--- config.mk ---
export PLATFORM = sky130hd
export DESIGN_NAME = iommu_hpm_evt_src
export DESIGN_NICKNAME = d
export VERILOG_FILES = /design/src/rtl/iommu_hpm_evt_src_pkg.sv /design/src/rtl/iommu_hpm_evt_src_edge_pulse.sv /design/src/rtl/iommu_hpm_evt_src.sv
export SDC_FILE = /design/constraint.sdc
export NUM_CORES = 1
export LEC_CHECK = 0
export CAP_MARGIN = 20
export CORE_MARGIN = 1
export CORE_UTILIZATION = 25
export CTS_BUF_LIST = sky130_fd_sc_hd__clkbuf_8
export DETAILED_ROUTE_END_ITERATION = 6
export GPL_TIMING_DRIVEN = 1
export MAX_ROUTING_LAYER = met4
export PLACE_DENSITY = 0.56
export SYNTH_ARGS = -nofsm -noshare
export SYNTH_HDL_FRONTEND = slang
export SYNTH_SLANG_ARGS = --single-unit
--- constraint.sdc ---
create_clock -name clk_i -period 2.8 [get_ports clk_i]
set_input_delay 0.56 -clock clk_i [delete_from_list [all_inputs] [get_ports clk_i]]
set_output_delay 0.56 -clock clk_i [all_outputs]
set_load 0.02 [all_outputs]
--- src/rtl/iommu_hpm_evt_src_pkg.sv ---
// Shared types and widths for the IOMMU HPM event source.
// hpm_evt_t is the snapshot that travels down the output pipeline.
package iommu_hpm_evt_src_pkg;

    localparam int DID_W   = 24;
    localparam int PID_W   = 20;
    localparam int PSCID_W = 20;
    localparam int GSCID_W = 16;
    localparam int N_WALK  = 4;

    typedef enum logic {
        ST_IDLE   = 1'b0,
        ST_ACTIVE = 1'b1
    } evt_state_e;

    typedef struct packed {
        logic               tr_request;
        logic               iotlb_miss;
        logic               ddt_walk;
        logic               pdt_walk;
        logic               s1_ptw;
        logic               s2_ptw;
        logic [DID_W-1:0]   did;
        logic [PID_W-1:0]   pid;
        logic [PSCID_W-1:0] pscid;
        logic [GSCID_W-1:0] gscid;
        logic               pid_v;
    } hpm_evt_t;

    function automatic logic evt_any(input hpm_evt_t e);
        return e.tr_request | e.iotlb_miss | e.ddt_walk |
               e.pdt_walk | e.s1_ptw | e.s2_ptw;
    endfunction

endpackage

--- src/rtl/iommu_hpm_evt_src_edge_pulse.sv ---
// Rising-edge detector over a vector of busy levels.
// While en_i is low the history may only fall, so a level that is high
// when the block becomes live still produces its one pulse.
module iommu_edge_pulse #(
    parameter int W = 4
) (
    input  logic         clk_i,
    input  logic         rst_ni,
    input  logic         en_i,
    input  logic [W-1:0] level_i,
    output logic [W-1:0] rise_o
);

    logic [W-1:0] prev_q;
    logic [W-1:0] prev_d;

    assign rise_o = level_i & ~prev_q;
    assign prev_d = en_i ? level_i : (prev_q & level_i);

    always_ff @(posedge clk_i or negedge rst_ni) begin
        if (!rst_ni) begin
            prev_q <= '0;
        end else begin
            prev_q <= prev_d;
        end
    end

endmodule

--- src/rtl/iommu_hpm_evt_src.sv ---
// Turns translation handshakes and walker busy levels into registered,
// single-cycle HPM event pulses tagged with the in-flight translation IDs.
//
// state  | meaning
// IDLE   | no translation in flight; non-request events are orphans
// ACTIVE | translation accepted, events are attributed to captured IDs
module iommu_hpm_evt_src
    import iommu_hpm_evt_src_pkg::*;
#(
    parameter int N_ID_STAGES = 1
) (
    input  logic               clk_i,
    input  logic               rst_ni,
    input  logic               req_valid_i,
    input  logic               req_ready_i,
    input  logic [DID_W-1:0]   did_i,
    input  logic               pv_i,
    input  logic [PID_W-1:0]   pid_i,
    input  logic               iotlb_access_i,
    input  logic               iotlb_hit_i,
    input  logic               ddtw_busy_i,
    input  logic               pdtw_busy_i,
    input  logic               ctx_valid_i,
    input  logic [GSCID_W-1:0] gscid_i,
    input  logic [PSCID_W-1:0] pscid_i,
    input  logic               s1_busy_i,
    input  logic               s2_busy_i,
    input  logic               trans_done_i,
    output logic               tr_request_o,
    output logic               iotlb_miss_o,
    output logic               ddt_walk_o,
    output logic               pdt_walk_o,
    output logic               s1_ptw_o,
    output logic               s2_ptw_o,
    output logic [DID_W-1:0]   did_o,
    output logic [PID_W-1:0]   pid_o,
    output logic [PSCID_W-1:0] pscid_o,
    output logic [GSCID_W-1:0] gscid_o,
    output logic               pid_v_o,
    output logic               orphan_o
);

    evt_state_e         state_q, state_d;
    logic [DID_W-1:0]   did_q, did_d;
    logic [PID_W-1:0]   pid_q, pid_d;
    logic               pv_q, pv_d;
    logic [PSCID_W-1:0] pscid_q, pscid_d;
    logic [GSCID_W-1:0] gscid_q, gscid_d;
    logic               orphan_q, orphan_d;

    logic               accept;
    logic               new_req;
    logic               live;
    logic               miss_raw;
    logic [N_WALK-1:0]  walk_rise;
    hpm_evt_t           snap;

    assign accept  = req_valid_i & req_ready_i;
    // In ACTIVE a new request is only taken alongside trans_done (back-to-back).
    assign new_req = accept & ((state_q == ST_IDLE) | trans_done_i);
    assign live    = (state_q == ST_ACTIVE) | new_req;
    assign miss_raw = iotlb_access_i & ~iotlb_hit_i;

    iommu_edge_pulse #(
        .W (N_WALK)
    ) u_walk_edge (
        .clk_i   (clk_i),
        .rst_ni  (rst_ni),
        .en_i    (live),
        .level_i ({ddtw_busy_i, pdtw_busy_i, s1_busy_i, s2_busy_i}),
        .rise_o  (walk_rise)
    );

    always_comb begin
        state_d = state_q;
        case (state_q)
            ST_IDLE:   if (accept) state_d = ST_ACTIVE;
            ST_ACTIVE: if (trans_done_i && !accept) state_d = ST_IDLE;
            default:   state_d = ST_IDLE;
        endcase
    end

    always_comb begin
        did_d   = did_q;
        pid_d   = pid_q;
        pv_d    = pv_q;
        pscid_d = pscid_q;
        gscid_d = gscid_q;
        if (new_req) begin
            did_d   = did_i;
            pid_d   = pid_i;
            pv_d    = pv_i;
            pscid_d = '0;
            gscid_d = '0;
        end
        if (ctx_valid_i && live) begin
            pscid_d = pscid_i;
            gscid_d = gscid_i;
        end
    end

    assign orphan_d = orphan_q | (~live & (miss_raw | (|walk_rise)));

    // The snapshot uses the next-state ID registers so a same-cycle accept or
    // context load is seen by events raised in that cycle.
    always_comb begin
        snap            = '0;
        snap.tr_request = new_req;
        snap.iotlb_miss = miss_raw & live;
        snap.ddt_walk   = walk_rise[3] & live;
        snap.pdt_walk   = walk_rise[2] & live;
        snap.s1_ptw     = walk_rise[1] & live;
        snap.s2_ptw     = walk_rise[0] & live;
        snap.did        = did_d;
        snap.pid        = pid_d;
        snap.pscid      = pscid_d;
        snap.gscid      = gscid_d;
        snap.pid_v      = pv_d;
    end

    always_ff @(posedge clk_i or negedge rst_ni) begin
        if (!rst_ni) begin
            state_q  <= ST_IDLE;
            did_q    <= '0;
            pid_q    <= '0;
            pv_q     <= 1'b0;
            pscid_q  <= '0;
            gscid_q  <= '0;
            orphan_q <= 1'b0;
        end else begin
            state_q  <= state_d;
            did_q    <= did_d;
            pid_q    <= pid_d;
            pv_q     <= pv_d;
            pscid_q  <= pscid_d;
            gscid_q  <= gscid_d;
            orphan_q <= orphan_d;
        end
    end

    // Event bits advance every cycle; IDs only move with an event so the
    // outputs hold the last attributed context between events.
    for (genvar g = 0; g < N_ID_STAGES; g++) begin : g_stage
        hpm_evt_t q;
        hpm_evt_t d_in;

        if (g == 0) begin : g_first
            assign d_in = snap;
        end else begin : g_next
            assign d_in = g_stage[g-1].q;
        end

        always_ff @(posedge clk_i or negedge rst_ni) begin
            if (!rst_ni) begin
                q <= '0;
            end else begin
                q.tr_request <= d_in.tr_request;
                q.iotlb_miss <= d_in.iotlb_miss;
                q.ddt_walk   <= d_in.ddt_walk;
                q.pdt_walk   <= d_in.pdt_walk;
                q.s1_ptw     <= d_in.s1_ptw;
                q.s2_ptw     <= d_in.s2_ptw;
                if (evt_any(d_in)) begin
                    q.did   <= d_in.did;
                    q.pid   <= d_in.pid;
                    q.pscid <= d_in.pscid;
                    q.gscid <= d_in.gscid;
                    q.pid_v <= d_in.pid_v;
                end
            end
        end
    end

    hpm_evt_t out_evt;
    assign out_evt = g_stage[N_ID_STAGES-1].q;

    assign tr_request_o = out_evt.tr_request;
    assign iotlb_miss_o = out_evt.iotlb_miss;
    assign ddt_walk_o   = out_evt.ddt_walk;
    assign pdt_walk_o   = out_evt.pdt_walk;
    assign s1_ptw_o     = out_evt.s1_ptw;
    assign s2_ptw_o     = out_evt.s2_ptw;
    assign did_o        = out_evt.did;
    assign pid_o        = out_evt.pid;
    assign pscid_o      = out_evt.pscid;
    assign gscid_o      = out_evt.gscid;
    assign pid_v_o      = out_evt.pid_v;
    assign orphan_o     = orphan_q;

endmodule

==> results.json, run 1 <==
{
  "setup_viol": 0,
  "area_growth_pct": 39.2,
  "violations": "DRC",
  "fin_nets": 702,
  "maxCapViolCount": 0,
  "ys_ff_latch": 174,
  "dr.pass1.iters": 6,
  "finalMaxSlewViolations": 0,
  "antenna_cells": 0,
  "drt_iter0_drc": 154,
  "hold_class": "input pin to asynchronous set/reset pin",
  "crit_path_cell_trace": "clkdlybuf4s50_1 > a21o_1 > nand2_2 > buf_4 > a31o_2 > mux2_1",
  "synthesis.nets": 519,
  "cts.clk_slew.worst_paths_ns": 0.11,
  "post_cts_resized": 0,
  "yosysWarnings": 0,
  "die_y_um": 166,
  "htreeDepth": 4,
  "r2r_cells": 5,
  "cts_root_buffer": "clkbuf_8",
  "num_rows": 59,
  "cts_hold_buffers": 0,
  "grt_pass1_vias": 4630,
  "rsz0062_at_grt": "false",
  "cp_data_arrival_time_ns": 2.39,
  "status": "finished with violations",
  "worstSetupPathType": "input pin to flop",
  "hold_viol": 0,
  "gr-usage-met2": 0.202,
  "gp_congestion": 0.730,
  "yosysMostFrequentCell": "dfrtp_1",
  "crit_start": "req_valid_i",
  "synth_top_flop_cell": "dfrtp_1",
  "synth.distinct_cells": 24,
  "synth_edf_count": 0,
  "drt_wl_total_um": 15500,
  "avgViaCountPerCell": 4.44,
  "start_util": 0.256,
  "min_period_ns": 2.05,
  "grt_first_pass_wirelength_um": 25300,
  "gr-total-overflow": 0,
  "grt_usage": 0.122,
  "synth_top_area_cell": "dfrtp_1",
  "synth_top_area_frac": 0.650,
  "final_antenna_net_count": 0,
  "busiest_layer": "met2",
  "cp_top_family": "buffers and inverters",
  "drc": 12,
  "crit_path_end_kind": "flop",
  "core-area_mm2": 0.0262,
  "wire_per_inst_um": 16.2,
  "rr_startpoint": "u_walk_edge.prev_q[1]$_DFF_PN0_",
  "startpoint_type": "input pin",
  "crit_path_top_delay_cell": "clkdlybuf4s50_1",
  "p_per_area_mw_per_mm2": 765,
  "clock_sinks": 174,
  "die_area_mm2": 0.0275,
  "dp_hpwl_um": 10600,
  "path_depth": 6,
  "total_power_w": 0.00714,
  "grt_use_met1": 0.137,
  "numCtsBuffers": 17,
  "worst_ir_drop_vdd_mv": 0.379,
  "cpPeakStageDelay_ns": 0.53,
  "leakagePower_nw": 4.07,
  "worstMarginPinSlew_ns": 0.520,
  "path_buf_inv": 2,
  "clockBufferDepth": 2,
  "vias": 4245,
  "fillCellCount": 2494,
  "cts_tree": "yes",
  "max_freq_ghz": 0.487,
  "use_met3": 0.0466,
  "die_x_um": 166,
  "synth_common_cells": "dfrtp_1 (174), mux2_2 (114), and3_1 (38), a31o_2 (36), clkbuf_1 (11)",
  "post-cts-setup-buffer-count": 0,
  "skew_ns": 0.0249,
  "worst_hold_slack_ns": 0.0489,
  "final.setup.tns_ns": 0,
  "synthCells": 426,
  "syn-cell-area_mm2": 0.00670,
  "antenna_found_initial": 0,
  "avgSynthCellArea_um2": 15.7,
  "ys_seq_area_frac": 0.650,
  "cp.required_ns": 3.14,
  "crit_fanout": 36,
  "clock_latency_ns": 0.46,
  "async_reset_ff_frac": 1.00,
  "portBuffers": 180,
  "drive_above_1_share": 0.334,
  "relSlewSlack": 0.654,
  "ys_top_cells_by_area": "dfrtp_1 (65%), mux2_2 (19%), a31o_2 (4.7%)",
  "grt_max_degree": 55,
  "ios": 181,
  "min_period_over_period": 0.733
}
[layout make-up]
class	count	area, um2	area share
Clock inverter	15	171	0.0184
Timing Repair Buffer	191	1970	0.211
Inverter	3	11.3	0.00121
Tap cell	335	419	0.0449
Multi-Input combinational cell	222	2170	0.232
Sequential cell	174	4350	0.467
Clock buffer	17	234	0.0251
[final timing paths]
check                      slack, ns                     end
setup / recovery                0.75  gscid_o[0]$_DFFE_PN0P_
hold / removal                  0.05   did_o[13]$_DFFE_PN0P_
hold reg to reg                 0.50      orphan_o$_DFF_PN0_
max in group asynchronous       1.88    gscid_q[3]$_DFF_PN0_
min in group clk_i              0.50      orphan_o$_DFF_PN0_
setup reg to reg                1.00    did_o[7]$_DFFE_PN0P_
[routing by layer]
metal  wire length, um  up-vias  share of wire
met5                 0        -              0
met4               117        0         0.0075
met3              1220        9          0.078
met2              7740      134           0.50
met1              6480     2203           0.42
li1                  -     1899              -
[power breakdown]
part / switching [W] / internal, W
Clock: 0.00107 / 0.000679
Combinational: 0.000968 / 0.00116
Sequential: 0.000232 / 0.00303
[cells in the final DEF (no fill, tap or decap), drive strengths merged]
cell and n:
clkdlybuf4s50 179, nand2b 2, and3 38, a21oi 3
o21a 3, clkinvlp 1, buf 12, a21boi 1
nor2b 2, clkinv 7, nand2 3, mux2 126
nand3 2, inv 10, a41oi 1, a31o 36
and2 2, nor2 1, dfrtp 174, a21o 2
clkbuf 17
[through the flow]
step	instance area (um2)	setup slack, ns	utilization	std cells
3_3_place_gp	8920	0.271	0.341	925
2_1_floorplan	6700	0.903	-	426
3_5_place_dp	8920	0.258	0.341	925
5_1_grt	9330	0.645	0.356	957
4_1_cts	9330	0.693	0.356	957
6_report	9330	0.748	0.356	957
[registers in the layout, indices dropped and copies added, names as in the netlist, 4 cells and up]
register            count
did_o                  24
did_q                  24
gscid_o                16
gscid_q                16
pid_o                  20
pid_q                  20
pscid_o                20
pscid_q                20
u_walk_edge.prev_q      4
[cells by family after synthesis]
kind of cell | Yosys count | share of synthesized area
multiplexers | 126 | 0.217
AND/OR/NAND/NOR | 50 | 0.0452
flip-flops | 174 | 0.650
buffers and inverters | 30 | 0.0276
AO/OA/AOI/OAI | 46 | 0.0601
Power figures use the tool's default switching activity.
==> run 2: changes to the inputs <==
Clock period 2.8 ns to 2.02 ns, I/O delays scaled along.
==> results.json, run 2 (same netlist as run 1, synthesis figures left out) <==
{
  "drt_iter0_drc": 232,
  "cts_root_buffer": "clkbuf_8",
  "internal-power_w": 0.00699,
  "hold_viol": 0,
  "gp_congestion": 0.748,
  "cp_data_arrival_time_ns": 1.48,
  "cpPeakStageDelay_ns": 0.66,
  "area_growth_pct": 40.2,
  "combPwrFrac": 0.294,
  "core-area_mm2": 0.0262,
  "num_rows": 59,
  "busiest_layer": "met2",
  "grt_max_degree": 79,
  "worst_ir_drop_vdd_mv": 0.464,
  "die_y_um": 166,
  "status": "finished with violations",
  "maxCapViolCount": 0,
  "min_period_ns": 1.89,
  "gr-usage-met2": 0.191,
  "path_buf_inv": 1,
  "die_area_mm2": 0.0275,
  "crit_path_end_kind": "output pin",
  "grt_use_met1": 0.145,
  "grt_first_pass_wirelength_um": 25200,
  "portBuffers": 180,
  "drive_above_1_share": 0.339,
  "htreeDepth": 4,
  "crit_path_cell_trace": "clkdlybuf4s50_1",
  "cts.clk_slew.worst_paths_ns": 0.10,
  "fin_nets": 708,
  "utilization": 0.358,
  "grt_usage": 0.121,
  "leakagePower_nw": 4.11,
  "dr.pass1.iters": 6,
  "clock_latency_ns": 0.45,
  "ios": 181,
  "grt_pass1_vias": 4678,
  "hold_class": "input pin to asynchronous set/reset pin",
  "cp_top_family": "buffers and inverters",
  "worstMarginPinSlew_ns": 0.470,
  "place_area_mm2": 0.00896,
  "mostFrequentLayoutCell": "clkdlybuf4s50_1",
  "start_util": 0.256,
  "clockPowerShare": 0.256,
  "seqPwrFrac": 0.449,
  "antenna_cells": 0,
  "cp.required_ns": 1.62,
  "drt_wl_total_um": 15400,
  "use_met3": 0.0437,
  "setup_viol": 0,
  "p_per_area_mw_per_mm2": 1070,
  "fillCellCount": 2478,
  "drc": 12,
  "gr-total-overflow": 0,
  "final_area_mm2": 0.00939,
  "crit_path_top_delay_cell": "clkdlybuf4s50_1",
  "finalMaxSlewViolations": 0,
  "netSwitchingFraction": 0.306,
  "p_switching_w": 0.00308,
  "wire_per_inst_um": 16.0,
  "numCtsBuffers": 17,
  "final_antenna_net_count": 0,
  "cts_tree": "yes",
  "avgViaCountPerCell": 4.38,
  "skew_ns": 0.0107,
  "relSlewSlack": 0.687,
  "most-common-layout-cells": "clkdlybuf4s50_1 (179), dfrtp_1 (174), mux2_2 (114)",
  "die_x_um": 166,
  "crit_fanout": 2,
  "min_period_over_period": 0.934,
  "rsz0062_at_grt": "false",
  "post-cts-setup-buffer-count": 0,
  "vias": 4220,
  "startpoint_type": "flop",
  "clock_sinks": 174,
  "antenna_found_initial": 0,
  "violations": "DRC",
  "clockBufferDepth": 2,
  "worstSetupPathType": "flop to output pin",
  "max_freq_ghz": 0.530,
  "dp_hpwl_um": 10500
}
[run 2: routing by layer]
metal,wire length (um),up-vias
met5,0,-
met2,7450,126
met4,145,0
met3,1080,12
met1,6700,2175
li1,-,1907
[run 2: power groups by stage]
stage	sequential, W	clock [W]	combinational (W)
6_report	0.00452	0.00258	0.00296
5_1_grt	0.00462	0.00289	0.00315
4_1_cts	0.00454	0.00272	0.00301
3_5_place_dp	0.00460	0	0.00300
3_3_place_gp	0.00457	0	0.00294
2_1_floorplan	0.00510	0	0.000992
[run 2: per-stage QoR]
stage | total power (W) | TNS, ns | cells | setup WS, ns | hold WS (ns)
6_report | 0.0101 | 0 | 963 | 0.133 | 0.351
5_1_grt | 0.0107 | 0 | 963 | 0.0263 | 0.318
4_1_cts | 0.0103 | 0 | 963 | 0.0722 | 0.305
3_5_place_dp | 0.00760 | -23.22 | 930 | -0.306 | 0.273
3_3_place_gp | 0.00751 | -19.74 | 930 | -0.258 | 0.267
2_1_floorplan | 0.00609 | 0 | 426 | 0.279 | 0.108
[run 2: cell type report]
type | count | area, um2 | area share
multi-input combinational | 222 | 2170 | 0.231
tap | 335 | 419 | 0.0446
clock buffer | 17 | 234 | 0.0249
sequential | 174 | 4350 | 0.464
timing repair buffer | 197 | 2020 | 0.215
clock inverter | 15 | 188 | 0.0200
inverter | 3 | 11.3 | 0.00120
[run 2: final timing paths]
| check | from | end | slack (ns) | cells after the start |
|---|---|---|---|---|
| setup / recovery | pid_o[16]$_DFFE_PN0P_ | pid_o[16] | 0.13 | 1 |
| hold / removal | rst_ni | did_o[21]$_DFFE_PN0P_ | 0.35 | 2 |
| setup reg to reg | u_walk_edge.prev_q[3]$_DFF_PN0_ | did_o[12]$_DFFE_PN0P_ | 0.23 | 5 |
| hold reg to reg | orphan_o$_DFF_PN0_ | orphan_o$_DFF_PN0_ | 0.47 | 1 |
| max in group asynchronous | rst_ni | pscid_q[19]$_DFF_PN0_ | 0.95 | 3 |
| min in group clk_i | orphan_o$_DFF_PN0_ | orphan_o$_DFF_PN0_ | 0.47 | 1 |
[run 2: repair_timing]
action	4_1_cts	5_1_grt
hold buffers	1	0
hold endpoints to repair	20	0
setup endpoints to repair	0	0
gates resized for setup	0	0
==> run 3: changes to the inputs <==
Settings changed: CORE_MARGIN 1 to default, CORE_UTILIZATION 25 to 50, GPL_ROUTABILITY_DRIVEN from default to 0, PLACE_DENSITY 0.56 to 0.91.
==> results.json, run 3 (same netlist as run 1, synthesis figures left out) <==
{
  "status": "finished clean",
  "post-cts-setup-buffer-count": 0,
  "stdcell_count": 804,
  "final.setup.tns_ns": 0,
  "total_power_w": 0.00983,
  "antenna_cells": 0,
  "p_per_area_mw_per_mm2": 1070,
  "num_rows": 41,
  "clock_latency_ns": 0.44,
  "cp.required_ns": 2.34,
  "clockBufferDepth": 2,
  "vias": 4281,
  "rsz0062_at_grt": "false",
  "worstMarginPinSlew_ns": 0.464,
  "crit_start": "ddtw_busy_i",
  "leakagePower_nw": 4.11,
  "maxCapViolCount": 0,
  "fin_nets": 712,
  "setup_viol": 0,
  "numCtsBuffers": 17,
  "cts_root_buffer": "clkbuf_8",
  "avgViaCountPerCell": 5.32,
  "ios": 181,
  "core-area_mm2": 0.0128,
  "final_antenna_net_count": 0,
  "max_freq_ghz": 0.524,
  "finalMaxSlewViolations": 0,
  "crit_fanout": 43,
  "hold_viol": 0,
  "portBuffers": 180,
  "cts.clk_slew.worst_paths_ns": 0.08,
  "cts_tree": "yes",
  "grt_usage": 0.231,
  "fillCellCount": 835,
  "worstSetupPathType": "input pin to flop",
  "htreeDepth": 4,
  "rr_startpoint": "state_q$_DFF_PN0_",
  "most-common-layout-cells": "clkdlybuf4s50_1 (179), dfrtp_1 (174), mux2_2 (114)",
  "die_area_mm2": 0.0139,
  "dr.pass1.iters": 4,
  "die_x_um": 118,
  "relSlewSlack": 0.691,
  "grt_first_pass_wirelength_um": 24100,
  "crit_path_end_kind": "flop",
  "skew_ns": 0.00929,
  "worst_ir_drop_vdd_mv": 0.548,
  "r2r_cells": 6,
  "die_y_um": 118,
  "startpoint_type": "input pin",
  "cp_data_arrival_time_ns": 2.23,
  "wire_per_inst_um": 18.1,
  "grt_max_degree": 47,
  "drt_wl_total_um": 14500,
  "start_util": 0.523,
  "gr-total-overflow": 0,
  "dp_hpwl_um": 10100,
  "min_period_over_period": 0.944,
  "hold_class": "input pin to asynchronous set/reset pin",
  "grt_pass1_vias": 4730,
  "utilization": 0.716,
  "min_period_ns": 1.91,
  "worst_hold_slack_ns": 0.443,
  "clock_sinks": 174,
  "mostFrequentLayoutCell": "clkdlybuf4s50_1",
  "drive_above_1_share": 0.342,
  "area_growth_pct": 37.1,
  "drt_iter0_drc": 254,
  "antenna_found_initial": 0,
  "dpl.cell_count": 771,
  "drc": 0
}
[run 3: changes by cell type in the layout (fill, tap and decap cells not counted)]
cell / change
clkinv_2: +7
clkinvlp_4: +2
clkinv_4: -2
nand3_1: +1
inv_6: -4
clkbuf_8: +3
buf_4: +4
inv_8: -6
nand3_2: -1
[run 3: metrics by stage]
step | setup WS [ns] | instance area, um2
floorplan | 0.279 | 6700
global placement | -0.297 | 8780
detailed placement | -0.340 | 8780
CTS | 0.0932 | 9190
global route | 0.0554 | 9190
finish | 0.113 | 9190
[run 3: cell type report]
type | count | area, um2 | area share
Sequential cell | 174 | 4350 | 0.474
Multi-Input combinational cell | 222 | 2160 | 0.235
Timing Repair Buffer | 201 | 2050 | 0.223
Clock buffer | 20 | 275 | 0.0300
Tap cell | 172 | 215 | 0.0234
Clock inverter | 12 | 118 | 0.0128
Inverter | 3 | 11.3 | 0.00123
[run 3: final timing paths]
kind	to	slack, ns
min in group clk_i	u_walk_edge.prev_q[0]$_DFF_PN0_	0.49
hold / removal	s1_ptw_o$_DFF_PN0_	0.44
hold reg to reg	u_walk_edge.prev_q[0]$_DFF_PN0_	0.49
setup reg to reg	pid_o[18]$_DFFE_PN0P_	0.15
max in group asynchronous	gscid_q[8]$_DFF_PN0_	0.90
setup / recovery	pscid_o[5]$_DFFE_PN0P_	0.11
[run 3: routing by layer]
metal | GRT usage | vias to the layer above | wire [um] | share of wire
met5 | - | - | 0 | 0
met3 | 0.0514 | 20 | 704 | 0.048
li1 | - | 1922 | - | -
met1 | 0.268 | 2190 | 5770 | 0.40
met2 | 0.389 | 149 | 7770 | 0.54
met4 | 0.0897 | 0 | 273 | 0.019
[run 3: critical path, stage by stage]
cell and delay [ns]:
clkdlybuf4s50_1 0.49, nor2b_1 0.19, a21oi_1 0.11, a41oi_4 0.31, buf_12 0.28, mux2_2 0.38
[run 3: power by group]
part | switching [W] | total (W) | internal (W)
clock | 0.00117 | 0.00235 | 0.00118
sequential | 0.000331 | 0.00453 | 0.00420
combinational | 0.00132 | 0.00295 | 0.00163
[run 3: what timing repair did]
action,4_1_cts,5_1_grt
hold buffers,1,0
resized for setup,0,0
hold endpoints to repair,41,0
